--- config.mk ---
export PLATFORM = sky130hd
export DESIGN_NAME = cond_logic
export DESIGN_NICKNAME = d
export VERILOG_FILES = /design/src/rtl/cond_logic_pkg.sv /design/src/rtl/cond_logic_cond_check.sv /design/src/rtl/cond_logic.sv
export SDC_FILE = /design/constraint.sdc
export NUM_CORES = 1
export LEC_CHECK = 0
export BUFFER_PORTS_ARGS = -buffer_cell sky130_fd_sc_hd__buf_4
export CORE_MARGIN = 4
export CORE_UTILIZATION = 55
export CTS_CLUSTER_SIZE = 40
export DETAILED_ROUTE_END_ITERATION = 7
export PLACE_DENSITY = 0.82
export SYNTH_ARGS = -nofsm -noshare
export SYNTH_HDL_FRONTEND = slang
export SYNTH_SLANG_ARGS = --single-unit
--- constraint.sdc ---
create_clock -name clk -period 4.5 [get_ports clk]
set_clock_uncertainty 0.15 [all_clocks]
set_input_delay 1.35 -clock clk [delete_from_list [all_inputs] [get_ports clk]]
set_output_delay 1.35 -clock clk [all_outputs]
set_load 0.005 [all_outputs]
--- src/rtl/cond_logic_pkg.sv ---
// Shared processor definitions: ARM condition codes, flag bit positions, widths.
package cond_logic_pkg;

    localparam int unsigned COND_W  = 4;
    localparam int unsigned FLAGS_W = 4;
    localparam int unsigned CNT_W   = 32;

    localparam int unsigned FLAG_N = 3;
    localparam int unsigned FLAG_Z = 2;
    localparam int unsigned FLAG_C = 1;
    localparam int unsigned FLAG_V = 0;

    typedef enum logic [COND_W-1:0] {
        COND_EQ = 4'b0000,
        COND_NE = 4'b0001,
        COND_CS = 4'b0010,
        COND_CC = 4'b0011,
        COND_MI = 4'b0100,
        COND_PL = 4'b0101,
        COND_VS = 4'b0110,
        COND_VC = 4'b0111,
        COND_HI = 4'b1000,
        COND_LS = 4'b1001,
        COND_GE = 4'b1010,
        COND_LT = 4'b1011,
        COND_GT = 4'b1100,
        COND_LE = 4'b1101,
        COND_AL = 4'b1110,
        COND_NV = 4'b1111
    } cond_e;

endpackage

--- src/rtl/cond_logic_cond_check.sv ---
// Combinational ARM condition evaluation of Cond against the current flags.
module cond_check
    import cond_logic_pkg::*;
(
    input  logic [COND_W-1:0]  Cond,
    input  logic [FLAGS_W-1:0] Flags,
    output logic               CondEx
);

    logic n, z, c, v;

    assign n = Flags[FLAG_N];
    assign z = Flags[FLAG_Z];
    assign c = Flags[FLAG_C];
    assign v = Flags[FLAG_V];

    // Decode the condition field; NV never executes.
    always_comb begin
        CondEx = 1'b0;
        case (Cond)
            COND_EQ: CondEx = z;
            COND_NE: CondEx = ~z;
            COND_CS: CondEx = c;
            COND_CC: CondEx = ~c;
            COND_MI: CondEx = n;
            COND_PL: CondEx = ~n;
            COND_VS: CondEx = v;
            COND_VC: CondEx = ~v;
            COND_HI: CondEx = c & ~z;
            COND_LS: CondEx = ~c | z;
            COND_GE: CondEx = (n == v);
            COND_LT: CondEx = (n != v);
            COND_GT: CondEx = ~z & (n == v);
            COND_LE: CondEx = z | (n != v);
            COND_AL: CondEx = 1'b1;
            default: CondEx = 1'b0;
        endcase
    end

endmodule

--- src/rtl/cond_logic.sv ---
// Conditional-execution unit: flag register, registered CondEx, gated strobes, statistics.
module cond_logic
    import cond_logic_pkg::*;
(
    input  logic               clk,
    input  logic               reset,
    input  logic [COND_W-1:0]  Cond,
    input  logic [FLAGS_W-1:0] ALUFlags,
    input  logic [1:0]         FlagW,
    input  logic               PCS,
    input  logic               NextPC,
    input  logic               RegW,
    input  logic               MemW,
    input  logic               CntClr,
    output logic               PCWrite,
    output logic               RegWrite,
    output logic               MemWrite,
    output logic [FLAGS_W-1:0] Flags,
    output logic [CNT_W-1:0]   CommitCnt,
    output logic [CNT_W-1:0]   SquashCnt
);

    logic               cond_ex;
    logic               cond_ex_q;
    logic [FLAGS_W-1:0] flags_q,      flags_d;
    logic [CNT_W-1:0]   commit_cnt_q, commit_cnt_d;
    logic [CNT_W-1:0]   squash_cnt_q, squash_cnt_d;
    logic               commit;

    cond_check u_cond_check (
        .Cond   (Cond),
        .Flags  (flags_q),
        .CondEx (cond_ex)
    );

    assign commit = RegW | MemW | PCS;

    // Flag update uses CondEx from the pre-update flags, so a write is visible next cycle.
    always_comb begin
        flags_d = flags_q;
        if (FlagW[1] && cond_ex) begin
            flags_d[FLAG_N] = ALUFlags[FLAG_N];
            flags_d[FLAG_Z] = ALUFlags[FLAG_Z];
        end
        if (FlagW[0] && cond_ex) begin
            flags_d[FLAG_C] = ALUFlags[FLAG_C];
            flags_d[FLAG_V] = ALUFlags[FLAG_V];
        end
    end

    // Statistics: clear wins over increment; counters wrap naturally.
    always_comb begin
        commit_cnt_d = commit_cnt_q;
        squash_cnt_d = squash_cnt_q;
        if (CntClr) begin
            commit_cnt_d = '0;
            squash_cnt_d = '0;
        end else if (commit) begin
            if (cond_ex_q) begin
                commit_cnt_d = commit_cnt_q + CNT_W'(1);
            end else begin
                squash_cnt_d = squash_cnt_q + CNT_W'(1);
            end
        end
    end

    // State registers with asynchronous active-low clear.
    always_ff @(posedge clk or negedge reset) begin
        if (!reset) begin
            flags_q      <= '0;
            cond_ex_q    <= 1'b0;
            commit_cnt_q <= '0;
            squash_cnt_q <= '0;
        end else begin
            flags_q      <= flags_d;
            cond_ex_q    <= cond_ex;
            commit_cnt_q <= commit_cnt_d;
            squash_cnt_q <= squash_cnt_d;
        end
    end

    assign PCWrite   = NextPC | (PCS & cond_ex_q);
    assign RegWrite  = RegW & cond_ex_q;
    assign MemWrite  = MemW & cond_ex_q;
    assign Flags     = flags_q;
    assign CommitCnt = commit_cnt_q;
    assign SquashCnt = squash_cnt_q;

endmodule

# Word-level counts from Yosys, hierarchy flattened

Cells that the tools add are included.
W data, S select, Z words.

Flip-flop bits (word level): 69
Word-level logic and storage cells: 52
Output and inout bits: 71
Input bits: 17

Reduce and logical (&&, ||, !) cells: 7
Equal/unequal tests: 17
Mux-type cells: 7
Bitwise operators: 14
Add/subtract/negate cells: 2

Operators by type and width:

| operator                | count |
|---|---|
| $mux W32                | 6 |
| $add A32 B1 Y32 const B | 2 |
| $eq A4 B4 Y1 const B    | 7 |
| $eq A4 B3 Y1 const B    | 4 |
| $pmux W1 S15            | 1 |
| $eq A4 B2 Y1 const B    | 2 |
| $and A1 B1 Y1           | 5 |
| $or A1 B1 Y1            | 5 |
| $eq A4 B1 Y1 const B    | 1 |
| $logic_not A4 Y1        | 1 |
| $not A1 Y1              | 4 |
| $reduce_and A2 Y1       | 2 |
| $reduce_bool A2 Y1      | 2 |
| $logic_and A1 B1 Y1     | 2 |
| $ne A2 B2 Y1 const B    | 1 |
| $eq A1 B1 Y1            | 1 |
| $ne A1 B1 Y1            | 1 |

# Logic depth before layout (Yosys ltp)

Depth after elaboration: 4
Depth in mapped cells: 8
Mapped depth without buffers: 6

# Cells and area by module

A second synthesis with hierarchy kept.

Cell total of the unflattened synthesis: 420
Area total of the unflattened synthesis: 3905.0 sq um

Modules (own cells, without submodules):

| module     | cells an instance | sequential area each (sq um) | area each (sq um) | instances |
|---|---|---|---|---|
| cond_logic | 392               | 1726.7                       | 3711.1            | 1 |
| cond_check | 28                | 0.0                          | 193.9             | 1 |

# Worst setup path before layout

Ideal clock, no wire load.

Kind: input -> register
Start point: input port MemW
End point: register commit_cnt_q[30] (netlist: CommitCnt[30])
Stages: 8
Required time: 4.218 ns
Buffers on the path: 2
Arrival: 2.758 ns
Setup slack: 1.461 ns
Library setup time: 0.132 ns
Cell sequence: o31a_1 -> buf_2 -> o211a_1 -> nand4_1 -> clkbuf_1 -> nand3b_1 -> xor2_1 -> nor2_1

Longest elaborated chain between the ends: 4

RTL lines:

| element                             | RTL line         | source |
|---|---|---|
| start: declaration                  | cond_logic.sv:13 | `input logic MemW,` |
| $or A1 B1 Y1 (2 in series)          | cond_logic.sv:36 | `assign commit = RegW \| MemW \| PCS;` |
| $reduce_bool A2 Y1 (no source line) | --               |  |
| $reduce_and A2 Y1 (no source line)  | --               |  |
| end signal: assignment              | cond_logic.sv:77 | `commit_cnt_q <= commit_cnt_d;` |
| end: declaration                    | cond_logic.sv:26 | `logic [CNT_W-1:0] commit_cnt_q, commit_cnt_d;` |

Every way passes these cells.
A chain may end at the register's enable or synchronous reset.

# Worst setup path after layout

Start point: input port PCS
End point: output port PCWrite

Longest elaborated chain between the ends: 2

RTL lines:

| element            | RTL line         | source |
|---|---|---|
| start: declaration | cond_logic.sv:10 | `input logic PCS,` |
| $and A1 B1 Y1      | cond_logic.sv:82 | `assign PCWrite = NextPC \| (PCS & cond_ex_q);` |
| $or A1 B1 Y1       | cond_logic.sv:82 |  |
| end: declaration   | cond_logic.sv:15 | `output logic PCWrite,` |

Every way passes these cells.

==> reports/qor.yml <==
clocking:
  cts_max_path_buffers: 2
  cts_root_buf: "clkbuf_8"
  cts.sinks: 69
  numCtsBuffers: 9
  post_cts_resized: 0
  htree_levels: 3
  cts_hold_repair.buffers: 0
  clk_latency_ns: 0.36
  post-cts-setup-buffers: 0
  cts_tree: "built"
  cts.reportedPaths.clkPinSlew_ns: 0.07
critical_path:
  reg2reg_slack_ns: 1.95
  crit_path_frequent_cell: "buf_4"
  critPathMaxFanout: 3
  required_ns: 3.00
  reg2reg_to: "CommitCnt[18]"
  crit_slowest_cell: "a21o_1"
  worstSetupPathType: "input port to primary output"
  endpoint: "PCWrite"
  timing.rr.start: "cond_ex_q"
  start_kind: "input port"
  cp_cell_sequence: "buf_4 > a21o_1 > buf_4"
  r2r_cells: 5
  worstPathArrival_ns: 1.80
  end_kind: "primary output"
  crit_start: "PCS"
  slowest_delay_ns: 0.19
status:
  status: "complete, no violations"
pwr:
  combPwrFrac: 0.147
  max-vdd-ir-drop_uv: 324
  leakagePower_nw: 2.02
  power_frac_clock: 0.416
  internal-power_w: 0.00122
  p_sw_frac: 0.254
  pwr-share-seq: 0.436
  power_switching_w: 0.000415
  p_per_area_mw_per_mm2: 363
timing:
  drv_slew: 0
  setup_tns_ns: 0
  setup_viol: 0
  worst_pin_slew_ns: 0.857
  period_share: 0.733
  rsz0062_at_grt: "false"
  whs_ns: 0.401
  slew_headroom: 0.429
  period_minus_slack_ns: 3.30
  finalHoldViolCount: 0
  max_freq_ghz: 0.303
floorplanning:
  initial_core_util: 0.581
  fp.dieH_um: 88.2
  rows: 28
  coreArea_mm2: 0.00610
  pin_count: 88
  die_w_um: 88.2
  dieArea_mm2: 0.00778
yosys:
  postSynthAreaPerCell_um2: 9.44
  synthAdderAreaFrac: 0.00707
  synth_top_family_by_area: "simple AND/OR/NAND/NOR gates"
  synthFlopType: "dfrtp_1"
  synth_seq_cells: 69
  syn-instance-count: 375
  yosysSeqAreaShare: 0.488
  async_reset_ff_frac: 1.00
  yosys.area_share.simple: 0.265
  synth_xor_area_frac: 0.126
  yosysWarnings: 0
  syn-num-nets: 394
  netlist_area_mm2: 0.00354
  synth-edff-count: 0
  ys_types: 41
  synth-compound-area-share: 0.0661
  synth_mux_area_frac: 0.0212
layout:
  fillers: 454
  antenna-diode-count: 0
  multiInputGateArea_mm2: 0.00172
  area_growth_pct: 27.4
  nNetsFinal: 479
  utilization: 0.740
  layout-drive-gt1-share: 0.249
  ff_latch_area_mm2: 0.00173
detailed_routing:
  drt_first_pass_iters: 4
  drt_iter0_drc: 118
  vias: 3105
  drc_errors: 0
  drtAntennaViolNets: 0
  avgViaCountPerCell: 5.75
  routed_wl_um: 8530
  wl_per_cell_um: 15.8
placement:
  place_congestion: 0.785
  portBuffers: 87
  dpl.hpwl_um: 5800
grt:
  grtUsageTotal: 0.232
  grt_pass1_vias: 2989
  antenna_found_initial: 0
  gr-total-overflow: 0
  grt_max_degree: 70
  grt_first_pass_wirelength_um: 14000
worst_hold_path:
  min_path_type: "flop to flop"
job:
  maxCapViolations: 0
-- worst min path at each step --
| stage | slack [ns] | cells after the start | endpoint | startpoint |
|---|---|---|---|---|
| after global routing | 0.43 | 1 | Flags[1] | Flags[1] |
| after detailed placement | 0.39 | 1 | Flags[1] | Flags[1] |
| after global placement | 0.38 | 2 | CommitCnt[31] | CommitCnt[31] |
| after floorplan | 0.38 | 2 | CommitCnt[31] | CommitCnt[31] |
| after CTS | 0.40 | 1 | Flags[1] | Flags[1] |
| final | 0.40 | 1 | Flags[1] | Flags[1] |
-- area by class of cell --
| type | count | area share |
|---|---|---|
| inverters | 10 | 0.00832 |
| multi-input cells | 282 | 0.381 |
| repair buffers | 88 | 0.147 |
| clock inverters | 6 | 0.0297 |
| well taps | 75 | 0.0208 |
| clock buffers | 10 | 0.0305 |
| flip-flops and latches | 69 | 0.383 |
-- kinds of logic (layout without fill, tap and decap cells) --
logic type | Yosys count | after routing
and+or+nand+nor | 183 | 183
muxes | 7 | 7
buffers and inverters | 24 | 114
AOI/OAI and AO/OA | 39 | 39
adders and majority gates | 2 | 2
DFF | 69 | 69
xor gates and xnor gates | 51 | 51
-- cells in the mapped netlist (3+ instances only) --
library cell | count | share of area
nor3_1 | 8 | 0.011
nand2_1 | 27 | 0.029
nand3_1 | 22 | 0.031
clkbuf_1 | 10 | 0.011
nor4_2 | 4 | 0.014
xnor2_1 | 19 | 0.047
and4_1 | 6 | 0.015
and2_1 | 4 | 0.0071
dfrtp_1 | 69 | 0.49
nand4_1 | 18 | 0.032
and3_1 | 4 | 0.0071
mux2i_1 | 3 | 0.0085
nor2_1 | 63 | 0.067
mux2_2 | 4 | 0.013
nand2b_1 | 4 | 0.0071
buf_2 | 3 | 0.0042
or3_1 | 13 | 0.023
o21ai_0 | 14 | 0.020
inv_1 | 10 | 0.011
a21oi_1 | 15 | 0.021
xor2_1 | 32 | 0.079
-- cell usage in the layout, fill, tap and decap left out, types with 2 or more instances in the layout --
master and n:
nor4_1 2, bufinv_16 4, and4_1 6, nand4_1 18, a21oi_1 15, inv_1 10
nor4_2 4, nor3_1 8, nand2_1 27, nand3b_1 2, o21ai_0 14, xnor2_1 19
or3_1 13, mux2_2 4, xor2_1 32, and2_1 4, dfrtp_1 69, buf_4 88
mux2i_1 3, ha_1 2, nand3_1 22, and3_1 4, nand2b_1 4, nor2_1 63
clkbuf_8 10
-- routing by layer --
metal / wire length (µm) / part of all wire / track usage
met1: 3690 / 0.43 / 0.295
met2: 4100 / 0.48 / 0.375
met3: 550 / 0.064 / 0.0587
met4: 184 / 0.022 / 0.103
met5: 0 / 0 / 0
-- stage by stage --
stage	total power (W)	instances	setup WS (ns)	instance area, µm²
4_1_cts	0.00164	540	1.20	4510
3_5_place_dp	0.000963	524	1.08	4240
5_1_grt	0.00170	540	1.19	4510
2_1_floorplan	0.000845	375	1.46	3540
6_report	0.00164	540	1.20	4510
3_3_place_gp	0.000954	524	1.13	4240
-- flip-flops by register name, summed over array words and instances (netlist names) --
signal / flops
CommitCnt: 32
Flags: 4
SquashCnt: 32
cond_ex_q: 1
-- power groups by stage --
stage | clock network (W) | logic (W) | registers [W]
6_report | 0.000681 | 0.000241 | 0.000714
2_1_floorplan | 0 | 0.000132 | 0.000712
3_3_place_gp | 0 | 0.000233 | 0.000721
5_1_grt | 0.000719 | 0.000264 | 0.000720
4_1_cts | 0.000684 | 0.000242 | 0.000712
3_5_place_dp | 0 | 0.000241 | 0.000723
-- worst max-delay path, delay by kind of cell --
kind / cells / cell delay [ns]
compound gates: 1 / 0.19
buf+inv: 2 / 0.26
(Power assumes the default switching activity.)
